==> src/rtl/codec_tdm_port.sv <==
// TDM serial port to the AK4619 codec: BICK/LRCK generation, 4-slot ADC capture, 4-slot DAC shift-out.
// Build option CODEC_LOOPBACK_EN: the rx path samples the internal sdin register instead of sdout.

module codec_tdm_port #(
  parameter int unsigned W         = 16,
  parameter int unsigned SLOT_BITS = 32,
  parameter int unsigned N_SLOTS   = 4,
  parameter int unsigned BCLK_DIV  = 4
) (
  input  logic         clk,
  input  logic         rst,
  output logic         bick,
  output logic         lrck,
  output logic         sdin,
  input  logic         sdout,
  output logic         sample_clk,
  input  logic [W-1:0] dac0,
  input  logic [W-1:0] dac1,
  input  logic [W-1:0] dac2,
  input  logic [W-1:0] dac3,
  output logic [W-1:0] adc0,
  output logic [W-1:0] adc1,
  output logic [W-1:0] adc2,
  output logic [W-1:0] adc3
);

  localparam int unsigned FRAME = N_SLOTS * SLOT_BITS;
  localparam int unsigned BW    = $clog2(FRAME);
  localparam int unsigned DW    = $clog2(BCLK_DIV);
  localparam int unsigned FW    = N_SLOTS * W;
  localparam int unsigned IW    = $clog2(FW);

  localparam logic [DW-1:0] DIV_LAST = DW'(BCLK_DIV - 1);
  localparam logic [DW-1:0] DIV_HALF = DW'(BCLK_DIV / 2);
  localparam logic [DW-1:0] DIV_RISE = DW'(BCLK_DIV / 2 - 1);
  localparam logic [BW-1:0] BIT_LAST = BW'(FRAME - 1);
  localparam logic [BW-1:0] BIT_HALF = BW'(FRAME / 2);

  logic [DW-1:0] div_cnt, div_nxt;
  logic [BW-1:0] bit_cnt, bit_nxt;
  logic          fall_ev, rise_ev, frame_start;
  logic [FW-1:0] dac_frame, tx_frame, tx_src, rx_frame, rx_nxt;
  logic [IW:0]   tx_map, rx_map;
  logic          rx_din;

  // Wire bit b -> {valid, index into packed slot frame}; slot s occupies [s*W +: W], MSB first.
  function automatic logic [IW:0] map_bit(input logic [BW-1:0] b);
    int unsigned bi, s, k;
    bi = 32'(b);
    s  = bi / SLOT_BITS;
    k  = bi % SLOT_BITS;
    if (k < W) map_bit = {1'b1, IW'(s * W + W - 1 - k)};
    else       map_bit = '0;
  endfunction

`ifdef CODEC_LOOPBACK_EN
  assign rx_din = sdin;
`else
  assign rx_din = sdout;
`endif

  assign dac_frame = {dac3, dac2, dac1, dac0};

  always_comb begin
    fall_ev     = (div_cnt == DIV_LAST);
    rise_ev     = (div_cnt == DIV_RISE);
    div_nxt     = fall_ev ? '0 : div_cnt + DW'(1);
    bit_nxt     = (bit_cnt == BIT_LAST) ? '0 : bit_cnt + BW'(1);
    frame_start = fall_ev && (bit_nxt == '0);
    // bit 0 of a new frame must come straight from dac, the frame register loads on the same edge
    tx_src      = frame_start ? dac_frame : tx_frame;
    tx_map      = map_bit(bit_nxt);
    rx_map      = map_bit(bit_cnt);
    rx_nxt      = rx_frame;
    if (rx_map[IW]) rx_nxt[rx_map[IW-1:0]] = rx_din;
  end

  always_ff @(posedge clk or posedge rst) begin
    if (rst) begin
      div_cnt    <= '0;
      bit_cnt    <= BIT_LAST;
      bick       <= 1'b0;
      lrck       <= 1'b0;
      sample_clk <= 1'b0;
      sdin       <= 1'b0;
      tx_frame   <= '0;
      rx_frame   <= '0;
      adc0       <= '0;
      adc1       <= '0;
      adc2       <= '0;
      adc3       <= '0;
    end else begin
      div_cnt <= div_nxt;
      bick    <= (div_nxt >= DIV_HALF);
      if (fall_ev) begin
        bit_cnt    <= bit_nxt;
        lrck       <= (bit_nxt < BIT_HALF);
        sample_clk <= (bit_nxt < BIT_HALF);
        sdin       <= tx_map[IW] ? tx_src[tx_map[IW-1:0]] : 1'b0;
        if (frame_start) tx_frame <= dac_frame;
      end
      if (rise_ev) begin
        rx_frame <= rx_nxt;
        // copy includes the bit sampled this edge, so W == SLOT_BITS also works
        if (bit_cnt == BIT_LAST) begin
          adc0 <= rx_nxt[0*W +: W];
          adc1 <= rx_nxt[1*W +: W];
          adc2 <= rx_nxt[2*W +: W];
          adc3 <= rx_nxt[3*W +: W];
        end
      end
    end
  end

endmodule

==> config.mk <==
export PLATFORM = sky130hd
export DESIGN_NAME = codec_tdm_port
export DESIGN_NICKNAME = d
export VERILOG_FILES = /design/src/rtl/codec_tdm_port.sv
export SDC_FILE = /design/constraint.sdc
export NUM_CORES = 1
export LEC_CHECK = 0
export ABC_AREA = 1
export BUFFER_PORTS_ARGS = -buffer_cell sky130_fd_sc_hd__buf_4
export CORE_MARGIN = 1.5
export CORE_UTILIZATION = 58
export CTS_BUF_LIST = sky130_fd_sc_hd__clkbuf_16
export DETAILED_ROUTE_END_ITERATION = 16
export PLACE_DENSITY = 0.8
export RECOVER_POWER = 25
export REMOVE_ABC_BUFFERS = 1
export SLEW_MARGIN = 20
export SYNTH_ARGS = -nofsm -noshare
export SYNTH_HDL_FRONTEND = slang
export SYNTH_SLANG_ARGS = --single-unit
==> constraint.sdc <==
create_clock -name clk -period 9.55 [get_ports clk]
set_clock_uncertainty 0.1 [all_clocks]
set_input_delay 1.91 -clock clk [delete_from_list [all_inputs] [get_ports clk]]
set_output_delay 1.91 -clock clk [all_outputs]
set_load 0.01 [all_outputs]
==> results.tsv <==
stage	metric	value	unit
clock_network	clk_lat worst skew	500	ps
routing	First DRT Iteration DRCs	719	
clock_network	Setup Buffers After CTS	0	
grt	pin count of the biggest net entering global routing	140	
synthesis	most common cell in the netlist	sky130_fd_sc_hd__nand2_1	
synthesis	area of the mapped netlist	9920	µm²
grt	GR Util All Layers	26.2	%
clock_network	Longest Clk Path Bufs	3	
floorplanning	total number of placement rows	47	
synthesis	number of synthesized flops with an enable pin	0	
floorplanning	I/O pin cnt	135	
synthesis	share of the synthesized area in the top cell type	49.4	%
sta	number of setup violations in the final report	0	
routing	DRC errors left	0	
synthesis	biggest area consumer among synthesized cells	sky130_fd_sc_hd__dfrtp_1	
synthesis	yosys warns	0	
synthesis	synth top area cells	sky130_fd_sc_hd__dfrtp_1 49%, sky130_fd_sc_hd__nand2_1 12%, sky130_fd_sc_hd__o21ai_0 6.6%, sky130_fd_sc_hd__nand3_1 6.0%, sky130_fd_sc_hd__nand3b_1 3.7%	
layout	Finished Cell Area	11600	µm²
sta	fin crit share	41.8	%
job	max-cap check violation count	0	
power	Leakage	5.44	nW
power	peak supply drop	0.142	mV
min_path	class of the worst hold path	reg -> reg	
floorplanning	core box area	16600	µm²
critical_path	required time at the endpoint of the critical path	9850	ps
power	power per standard cell area	146	nW/µm²
grt	first-pass GRT wire length	38400	µm
synthesis	Avg Cell Area, Syn	8.03	µm²
grt	sum of overflow across all layers after global routing	0	
grt	antenna violations before repair	0	
floorplanning	die area	17900	µm²
critical_path	flop2flop setup slack	5560	ps
sta	Worst Tran Pin Value	975	ps
place	count of input and output buffers	134	
layout	antenna diode count	0	
routing	Detailed Routing Iterations Pass 1	7	
outcome	outcome	completed	
clock_network	CTS tree	yes	
synthesis	share of synthesized flip-flops with an asynchronous set or reset	100	%
critical_path	critical path class	reg -> reg	
critical_path	capturing element type of the critical path	flip-flop	
min_path	hold path startpoint	div_cnt[0]$_DFF_PP0_	
clock_network	Worst-path clk slew	60	ps
synthesis	cell count after synthesis	1236	
floorplanning	effective utilization at floorplan	59.6	%
synthesis	flip-flop and latch count after synthesis	203	
floorplanning	Chip Width	134	µm
clock_network	clock root cell	sky130_fd_sc_hd__clkbuf_16	
clock_network	hold-fix buffer count after cts	0	
sta	final worst path period need	3990	ps
synthesis	leading register cell type out of synthesis	sky130_fd_sc_hd__dfrtp_1	
routing	number of vias per cell	5.38	
sta	RSZ-0062 raised after global routing	false	
routing	detailed-route wire length per cell	14.7	µm
sta	count of final hold-check violations	0	
routing	vias after detailed routing	8459	
critical_path	maximum fanout encountered on the critical timing path	78	
min_path	Hold Path End	div_cnt[0]$_DFF_PP0_	
sta	Fmax achieved	251	MHz
place	Post-Place Cell Area	11000	µm²
routing	number of routed nets with antenna violations	0	
sta	Relative slew margins	34.6	%
clock_network	number of resized instances in the post-cts repair step	0	
grt	number of global-route vias before repair	8002	
routing	detailed-route wire length	23200	µm
critical_path	crit path DAT	4290	ps
clock_network	Max H-tree Level	1	
layout	area growth from synthesis to layout	16.8	%
floorplanning	y dimension of the die	134	µm
synthesis	number of different library cells in the post-synthesis netlist	30	
critical_path	FF-to-FF path depth	22	
critical_path	sort of element at the start of the critical path	flip-flop	
layout	Layout Nets	1408	
critical_path	terminus of the critical flop-to-flop path	sdin$_DFFE_PP0P_	
sta	number of pins with negative max-slew slack in the final report	0	
synthesis	Commonest cells post-synth	330 x sky130_fd_sc_hd__nand2_1, 196 x sky130_fd_sc_hd__dfrtp_1, 131 x sky130_fd_sc_hd__o21ai_0	
clock_network	TritonCTS sink count	203	
synthesis	Seq/Total Area, Yosys	51.3	%
sta	final setup TNS	0	ps
min_path	worst hold stages	1	
place	hpwl dp	14700	µm
layout	fraction of final layout cells with drive strength greater than 1	14.3	%
critical_path	beginning of the worst register-to-register path	bit_cnt[0]$_DFFE_PP1P_	
place	final weighted congestion in routability-driven placement	0.869	
clock_network	TritonCTS Buffers	22	
area by class of cell:
class                           instances  area, µm²
Timing Repair Buffer                  142       1070
Fill cell                            1375       5050
Tap cell                              220        275
Clock inverter                         17       78.8
Inverter                              101        387
Clock buffer                           23        576
Multi-Input combinational cell        867       4120
Sequential cell                       203       5090
registers in the layout (all words and copies together), names as in the netlist:
signal,count
sample_clk,1
bit_cnt,7
tx_frame,64
rx_frame,64
bick,1
adc2,16
sdin,1
adc1,16
div_cnt,1
adc0,16
adc3,16
critical path, cell delays in order (launching register included):
cell                      delay [ps]
sky130_fd_sc_hd__dfstp_1         660
sky130_fd_sc_hd__ha_1            230
sky130_fd_sc_hd__nand2_1          90
sky130_fd_sc_hd__inv_1            80
sky130_fd_sc_hd__nand3_1         170
sky130_fd_sc_hd__nand2_1         250
sky130_fd_sc_hd__nand2_1         130
sky130_fd_sc_hd__nor2_4          110
sky130_fd_sc_hd__buf_4           420
sky130_fd_sc_hd__nand2_2          60
sky130_fd_sc_hd__buf_4           360
sky130_fd_sc_hd__inv_1           390
sky130_fd_sc_hd__nand2_1          90
sky130_fd_sc_hd__nand3_1          80
sky130_fd_sc_hd__nand3_1          80
sky130_fd_sc_hd__nand2_1         120
sky130_fd_sc_hd__nand2_1          60
sky130_fd_sc_hd__nand3_1          70
sky130_fd_sc_hd__nand3_1          80
sky130_fd_sc_hd__nand2_1          70
sky130_fd_sc_hd__nand2_1          50
sky130_fd_sc_hd__nand3_1          70
sky130_fd_sc_hd__nand2_1          50
layer usage:
layer / vias to the layer above / track usage [%] / share of wire (%)
met4: 0 / 7.25 / 1.9
met5: - / 0 / 0
met1: 3952 / 37.4 / 45
met3: 42 / 4.04 / 6.1
met2: 276 / 41.9 / 46
li1: 4189 / - / -
cells in the final DEF, fill, tap and decap left out:
cell type / count
sky130_fd_sc_hd__dfstp_1: 2
sky130_fd_sc_hd__dfrtp_1: 196
sky130_fd_sc_hd__mux2i_1: 1
sky130_fd_sc_hd__o211ai_2: 1
sky130_fd_sc_hd__ha_1: 4
sky130_fd_sc_hd__clkbuf_1: 1
sky130_fd_sc_hd__nor2_2: 1
sky130_fd_sc_hd__nor2_4: 3
sky130_fd_sc_hd__nand2_2: 2
sky130_fd_sc_hd__nand3b_1: 49
sky130_fd_sc_hd__a31oi_1: 1
sky130_fd_sc_hd__o21bai_1: 1
sky130_fd_sc_hd__clkinv_1: 6
sky130_fd_sc_hd__nor3_2: 1
sky130_fd_sc_hd__nor3_1: 1
sky130_fd_sc_hd__nor2_1: 84
sky130_fd_sc_hd__clkinv_2: 9
sky130_fd_sc_hd__inv_8: 1
sky130_fd_sc_hd__inv_2: 5
sky130_fd_sc_hd__o21a_1: 14
sky130_fd_sc_hd__clkinvlp_4: 1
sky130_fd_sc_hd__nand3_1: 119
sky130_fd_sc_hd__and2_1: 52
sky130_fd_sc_hd__inv_1: 96
sky130_fd_sc_hd__dfstp_2: 5
sky130_fd_sc_hd__o21ai_0: 131
sky130_fd_sc_hd__a21oi_1: 67
sky130_fd_sc_hd__nand2_1: 333
sky130_fd_sc_hd__buf_6: 1
sky130_fd_sc_hd__xnor2_1: 1
sky130_fd_sc_hd__buf_4: 140
sky130_fd_sc_hd__nand4_1: 1
sky130_fd_sc_hd__clkbuf_16: 23
power by group:
| group | internal (mW) | switching, mW |
|---|---|---|
| combinational | 0.0221 | 0.0288 |
| sequential | 0.863 | 0.00133 |
| clock | 0.435 | 0.341 |
stage by stage:
step / utilization, % / cells / power (mW) / hold slack (ps) / setup slack, ps
after floorplan: - / 1171 / 0.902 / 326 / 2010
after global placement: 65.9 / 1533 / 0.932 / 344 / 5800
after detailed placement: 65.9 / 1533 / 0.932 / 357 / 5820
after CTS: 69.8 / 1573 / 1.70 / 375 / 5840
after global routing: 69.6 / 1573 / 1.74 / 389 / 5170
final: 69.6 / 1573 / 1.69 / 382 / 5560
logic make-up after synthesis:
kind of cell    count (synthesis)  synth area share, %
simple gates                  646                 29.8
compound gates                215                 11.3
flops                         203                 51.3
buf+inv                       166                 6.95
fa+ha+maj                       4                0.504
xor+xnor                        1               0.0883
mux                             1                0.101
worst max-delay path by stage:
stage / from / to / slack (ps) / depth (start not counted)
floorplan: rst / adc0[0]$_DFFE_PP0P_ / 2010 / 1
global placement: rst / rx_frame[8]$_DFFE_PP0N_ / 5800 / 3
detailed placement: rst / rx_frame[43]$_DFFE_PP0N_ / 5820 / 3
CTS: bit_cnt[0]$_DFFE_PP1P_ / sdin$_DFFE_PP0P_ / 5840 / 21
global route: bit_cnt[0]$_DFFE_PP1P_ / sdin$_DFFE_PP0P_ / 5170 / 22
finish: bit_cnt[0]$_DFFE_PP1P_ / sdin$_DFFE_PP0P_ / 5560 / 22
Power figures use the tool's default switching activity.
